File: src/rtl/mat_result_streamer.sv
// Streams a captured M x N result matrix out row-major, one element per valid/ready handshake.
// Optional MAT_STREAM_IDX_EN adds out_row/out_col coordinates alongside each element.
module mat_result_streamer #(
    parameter int unsigned M          = 3,
    parameter int unsigned N          = 3,
    parameter int unsigned DATA_WIDTH = 8
) (
    input  logic                         clk,
    input  logic                         rst,
    input  logic                         start,
    input  logic [DATA_WIDTH*M*N-1:0]    res_in,
    output logic                         busy,
    output logic [DATA_WIDTH-1:0]        out_data,
    output logic                         out_valid,
    input  logic                         out_ready,
    output logic                         out_last,
`ifdef MAT_STREAM_IDX_EN
    output logic [(M > 1 ? $clog2(M) : 1)-1:0] out_row,
    output logic [(N > 1 ? $clog2(N) : 1)-1:0] out_col,
`endif
    output logic                         done
);

    localparam int unsigned Total = M * N;
    localparam int unsigned IdxW  = (Total > 1) ? $clog2(Total) : 1;
    localparam logic [IdxW-1:0] LastIdx = IdxW'(Total - 1);

`ifdef MAT_STREAM_IDX_EN
    localparam int unsigned RowW = (M > 1) ? $clog2(M) : 1;
    localparam int unsigned ColW = (N > 1) ? $clog2(N) : 1;
    localparam logic [ColW-1:0] LastCol = ColW'(N - 1);
`endif

    typedef enum logic [0:0] {StIdle, StStream} state_e;

    state_e                    state;
    logic [DATA_WIDTH*M*N-1:0] shadow;
    logic [IdxW-1:0]           idx;
    logic [IdxW-1:0]           idx_inc;
    logic                      xfer;

    assign idx_inc = idx + IdxW'(1);
    assign xfer    = out_valid & out_ready;

    always_ff @(posedge clk) begin
        if (rst) begin
            state     <= StIdle;
            shadow    <= '0;
            idx       <= '0;
            busy      <= 1'b0;
            out_data  <= '0;
            out_valid <= 1'b0;
            out_last  <= 1'b0;
            done      <= 1'b0;
`ifdef MAT_STREAM_IDX_EN
            out_row   <= '0;
            out_col   <= '0;
`endif
        end else begin
            done <= 1'b0;
            case (state)
                StIdle: begin
                    if (start) begin
                        shadow    <= res_in;
                        idx       <= '0;
                        out_data  <= res_in[DATA_WIDTH-1:0];
                        out_valid <= 1'b1;
                        busy      <= 1'b1;
                        out_last  <= (Total == 1);
`ifdef MAT_STREAM_IDX_EN
                        out_row   <= '0;
                        out_col   <= '0;
`endif
                        state     <= StStream;
                    end
                end
                StStream: begin
                    if (xfer) begin
                        if (idx == LastIdx) begin
                            // out_data keeps the final element while idle
                            out_valid <= 1'b0;
                            busy      <= 1'b0;
                            out_last  <= 1'b0;
                            done      <= 1'b1;
                            state     <= StIdle;
                        end else begin
                            idx      <= idx_inc;
                            out_data <= shadow[idx_inc*DATA_WIDTH +: DATA_WIDTH];
                            out_last <= (idx_inc == LastIdx);
`ifdef MAT_STREAM_IDX_EN
                            if (out_col == LastCol) begin
                                out_col <= '0;
                                out_row <= out_row + RowW'(1);
                            end else begin
                                out_col <= out_col + ColW'(1);
                            end
`endif
                        end
                    end
                end
                default: state <= StIdle;
            endcase
        end
    end

endmodule
File: config.mk
export PLATFORM = sky130hd
export DESIGN_NAME = mat_result_streamer
export DESIGN_NICKNAME = d
export VERILOG_FILES = /design/src/rtl/mat_result_streamer.sv
export SDC_FILE = /design/constraint.sdc
export NUM_CORES = 1
export LEC_CHECK = 0
export CORE_MARGIN = 2
export CORE_UTILIZATION = 36
export DETAILED_ROUTE_END_ITERATION = 7
export PLACE_DENSITY_LB_ADDON = 0.3
export SLEW_MARGIN = 25
export SYNTH_ARGS = -nofsm -noshare
export SYNTH_HDL_FRONTEND = slang
export SYNTH_SLANG_ARGS = --single-unit
export TNS_END_PERCENT = 50
File: constraint.sdc
create_clock -name clk -period 2.95 [get_ports clk]
set_clock_uncertainty 0.2 [all_clocks]
set_input_delay 0.59 -clock clk [delete_from_list [all_inputs] [get_ports clk]]
set_output_delay 0.59 -clock clk [all_outputs]
set_load 0.005 [all_outputs]
==> results.py <==
metrics = {
    "worst_hold_path": {
        "holdPathEnd": "shadow[45]",
        "hold_start": "shadow[45]",
        "hold_depth": 2,
        "hold_class": "reg2reg",
    },
    "worst_setup_path": {
        "r2r_start": "idx[0]",
        "arrival_ns": 2.63,
        "cp-start-kind": "flop",
        "r2r_end": "out_data[2]",
        "r2r_cells": 6,
        "cp-end-kind": "flop",
        "crit_path_max_fanout": 10,
        "r2r_slack_ns": 0.36,
        "required_ns": 2.98,
        "worstSetupPathType": "reg2reg",
    },
    "power_and_ir_drop": {
        "leakage_nw": 1.805,
        "pwr-share-seq": 0.509,
        "sw_frac_of_total": 0.2674,
        "internal-power_mw": 1.859,
        "p_clk_frac": 0.350,
        "p_sw_uw": 678.5,
        "max-vdd-ir-drop_v": 0.0002201,
        "p_comb_frac": 0.141,
        "powerDensity_nw_per_um2": 491.9,
    },
    "route": {
        "dr.pass1.iters": 5,
        "routed_wl_um": 10850,
        "route.detailed.drc": 0,
        "vias_per_cell": 5.317,
        "ant_nets": 0,
        "wl_per_cell_um": 16.00,
        "drt_iter0_drc": 180,
        "vias": 3605,
    },
    "synth": {
        "synth.top_cells.by_area": "dfxtp_1 44%, nand2_1 15%, a21oi_1 9.9%",
        "synth_mux_area_frac": 0.09340,
        "ys_types": 40,
        "ys_seq_area_frac": 0.4428,
        "synth_fa_ha_area_frac": 0.009434,
        "synth_commonest_cells": "154 x nand2_1, 88 x dfxtp_1, 79 x a21oi_1",
        "synth_nets": 537,
        "synth_top_family_by_area": "compound AO/OA/AOI/OAI gates",
        "synth_top_area_frac": 0.4428,
        "syn_avg_cell_area_um2": 8.687,
        "synth_simple_gate_area_frac": 0.1865,
        "async_flop_share": 0,
        "ys_warn_count": 0,
        "synth-edff-count": 0,
        "yosysMostFrequentCell": "nand2_1",
        "synth_seq_cells": 88,
        "synth-main-ff-cell": "dfxtp_1",
        "syn_inst": 458,
        "synth_top_area_cell": "dfxtp_1",
        "synth_compound_area_frac": 0.2142,
        "synth_xor_area_frac": 0,
        "synth_area_um2": 3979,
    },
    "global_route": {
        "antenna_found_initial": 0,
        "grt_pass1_wl_um": 16900,
        "grt_usage": 0.1860,
        "overflow": 0,
        "grt_max_degree": 42,
        "first_global_vias": 3376,
    },
    "timing": {
        "setup_viol": 0,
        "holdWs_ns": 0.2572,
        "worst_slack_ns": 0.3555,
        "setup-tns-final_ns": 0,
        "fin_crit_ns": 2.594,
        "clock.fmax_ghz": 0.3854,
        "slew_violations": 0,
        "maxSlewHeadroom": 0.6216,
        "rsz0062_at_grt": "false",
        "fin_crit_sh": 0.8795,
        "worst_pin_slew_ns": 0.5639,
        "hold_viol": 0,
    },
    "clock_tree": {
        "clk_path_buf_depth": 2,
        "root_buffer": "clkbuf_8",
        "cts_tree": "done",
        "clock-sinks": 88,
        "clock_latency_ns": 0.35,
        "cts-hold-fix-buffers": 0,
        "htree_levels": 3,
        "clk_pin_slew_ns": 0.10,
        "cts_buffers": 9,
        "cts_setup_buffers": 0,
        "cts_resized": 0,
    },
    "run": {
        "max_cap_violations": 0,
    },
    "floorplan": {
        "chipHeight_um": 109.1,
        "core_um2": 10790,
        "start_util": 0.3687,
        "die_w_um": 109.1,
        "dieArea_um2": 11910,
        "ioPinCount": 88,
        "std_cell_rows": 38,
    },
    "finish": {
        "area_delta_synth_final_pct": 29.62,
        "final_core_util": 0.4779,
        "fin_nets": 612,
        "num_antenna_cells": 0,
        "drive_gt1_frac": 0.1115,
    },
    "place": {
        "dp_slack_ns": 0.2779,
        "hpwl_um": 7719,
        "routabilityCongestion": 0.8317,
        "io_buffers": 87,
    },
    "outcome": {
        "outcome": "completed",
    },
}
## worst max-delay path: stages, from the launching register on
cell	delay [ns]
dfxtp_1	0.53
bufinv_8	0.25
ha_1	0.28
buf_4	0.23
mux4_2	0.53
a311oi_1	0.36
a221oi_2	0.09
## worst max path at each step
stage          slack [ns]      start  depth (start not counted)          end
3_3_place_gp         0.31  out_ready                          5  out_data[5]
6_report             0.36     idx[0]                          6  out_data[2]
4_1_cts              0.36     idx[0]                          6  out_data[4]
5_1_grt              0.23     idx[0]                          6  out_data[2]
2_1_floorplan        0.39     idx[0]                          7  out_data[0]
3_5_place_dp         0.28  out_ready                          5  out_data[4]
## power groups by stage
stage          Sequential (mW)  Clock (mW)  Combinational [mW]
6_report                  1.29       0.888               0.357
4_1_cts                   1.29       0.907               0.360
3_5_place_dp              1.32           0               0.359
3_3_place_gp              1.32           0               0.353
5_1_grt                   1.30       0.969               0.391
2_1_floorplan             1.31           0               0.188
## stage by stage
step | area [um^2] | std cells | power (mW)
CTS | 5157 | 678 | 2.559
finish | 5157 | 678 | 2.537
detailed placement | 4946 | 662 | 1.678
global route | 5157 | 678 | 2.660
global placement | 4946 | 662 | 1.671
floorplan | 3979 | 458 | 1.494
## state kept, by name (all words and copies together), names as in the netlist
register and flops:
out_valid 1, idx 4, out_last 1, shadow 72, out_data 8, state 1, done 1
## per-layer routing
metal	global-route usage	up-vias	wire length, um
li1	-	1758	-
met1	0.2399	1699	4661
met2	0.3106	135	5274
met3	0.03467	13	718
met4	0.06593	0	191
met5	0	-	0
## cell families (layout without fill, tap and decap cells)
kind of cell,count (synthesis),after routing
AOI/OAI and AO/OA,131,131
and+or+nand+nor,180,180
muxes,16,16
buffers and inverters,40,120
adders and majority gates,3,3
DFF,88,88
## cell type report
type | count | area [um^2]
inverters | 3 | 25.02
clock inverters | 7 | 87.58
multi-input cells | 330 | 2013
repair buffers | 101 | 970.9
fillers | 1028 | 5635
clock buffers | 9 | 123.9
flip-flops and latches | 88 | 1762
well taps | 140 | 175.2
## layout by cell type (no fill, tap or decap), drive strengths merged, types with 2 or more instances in the layout
cell           count
nand4b             2
or3                3
bufinv             2
a311oi             9
nand4              2
mux4              16
a221oi             7
a21oi             79
o21ai             13
a32oi              8
nand2b             2
nand3              3
nor2b              3
nand2            155
a31o               2
o21a               2
clkinvlp           2
clkbuf             9
nor2               2
nor3               3
buf               15
ha                 3
and3               2
dfxtp             88
inv                6
a21boi             8
clkdlybuf4s50     86
Note: power is estimated with default switching activity, not from simulation.
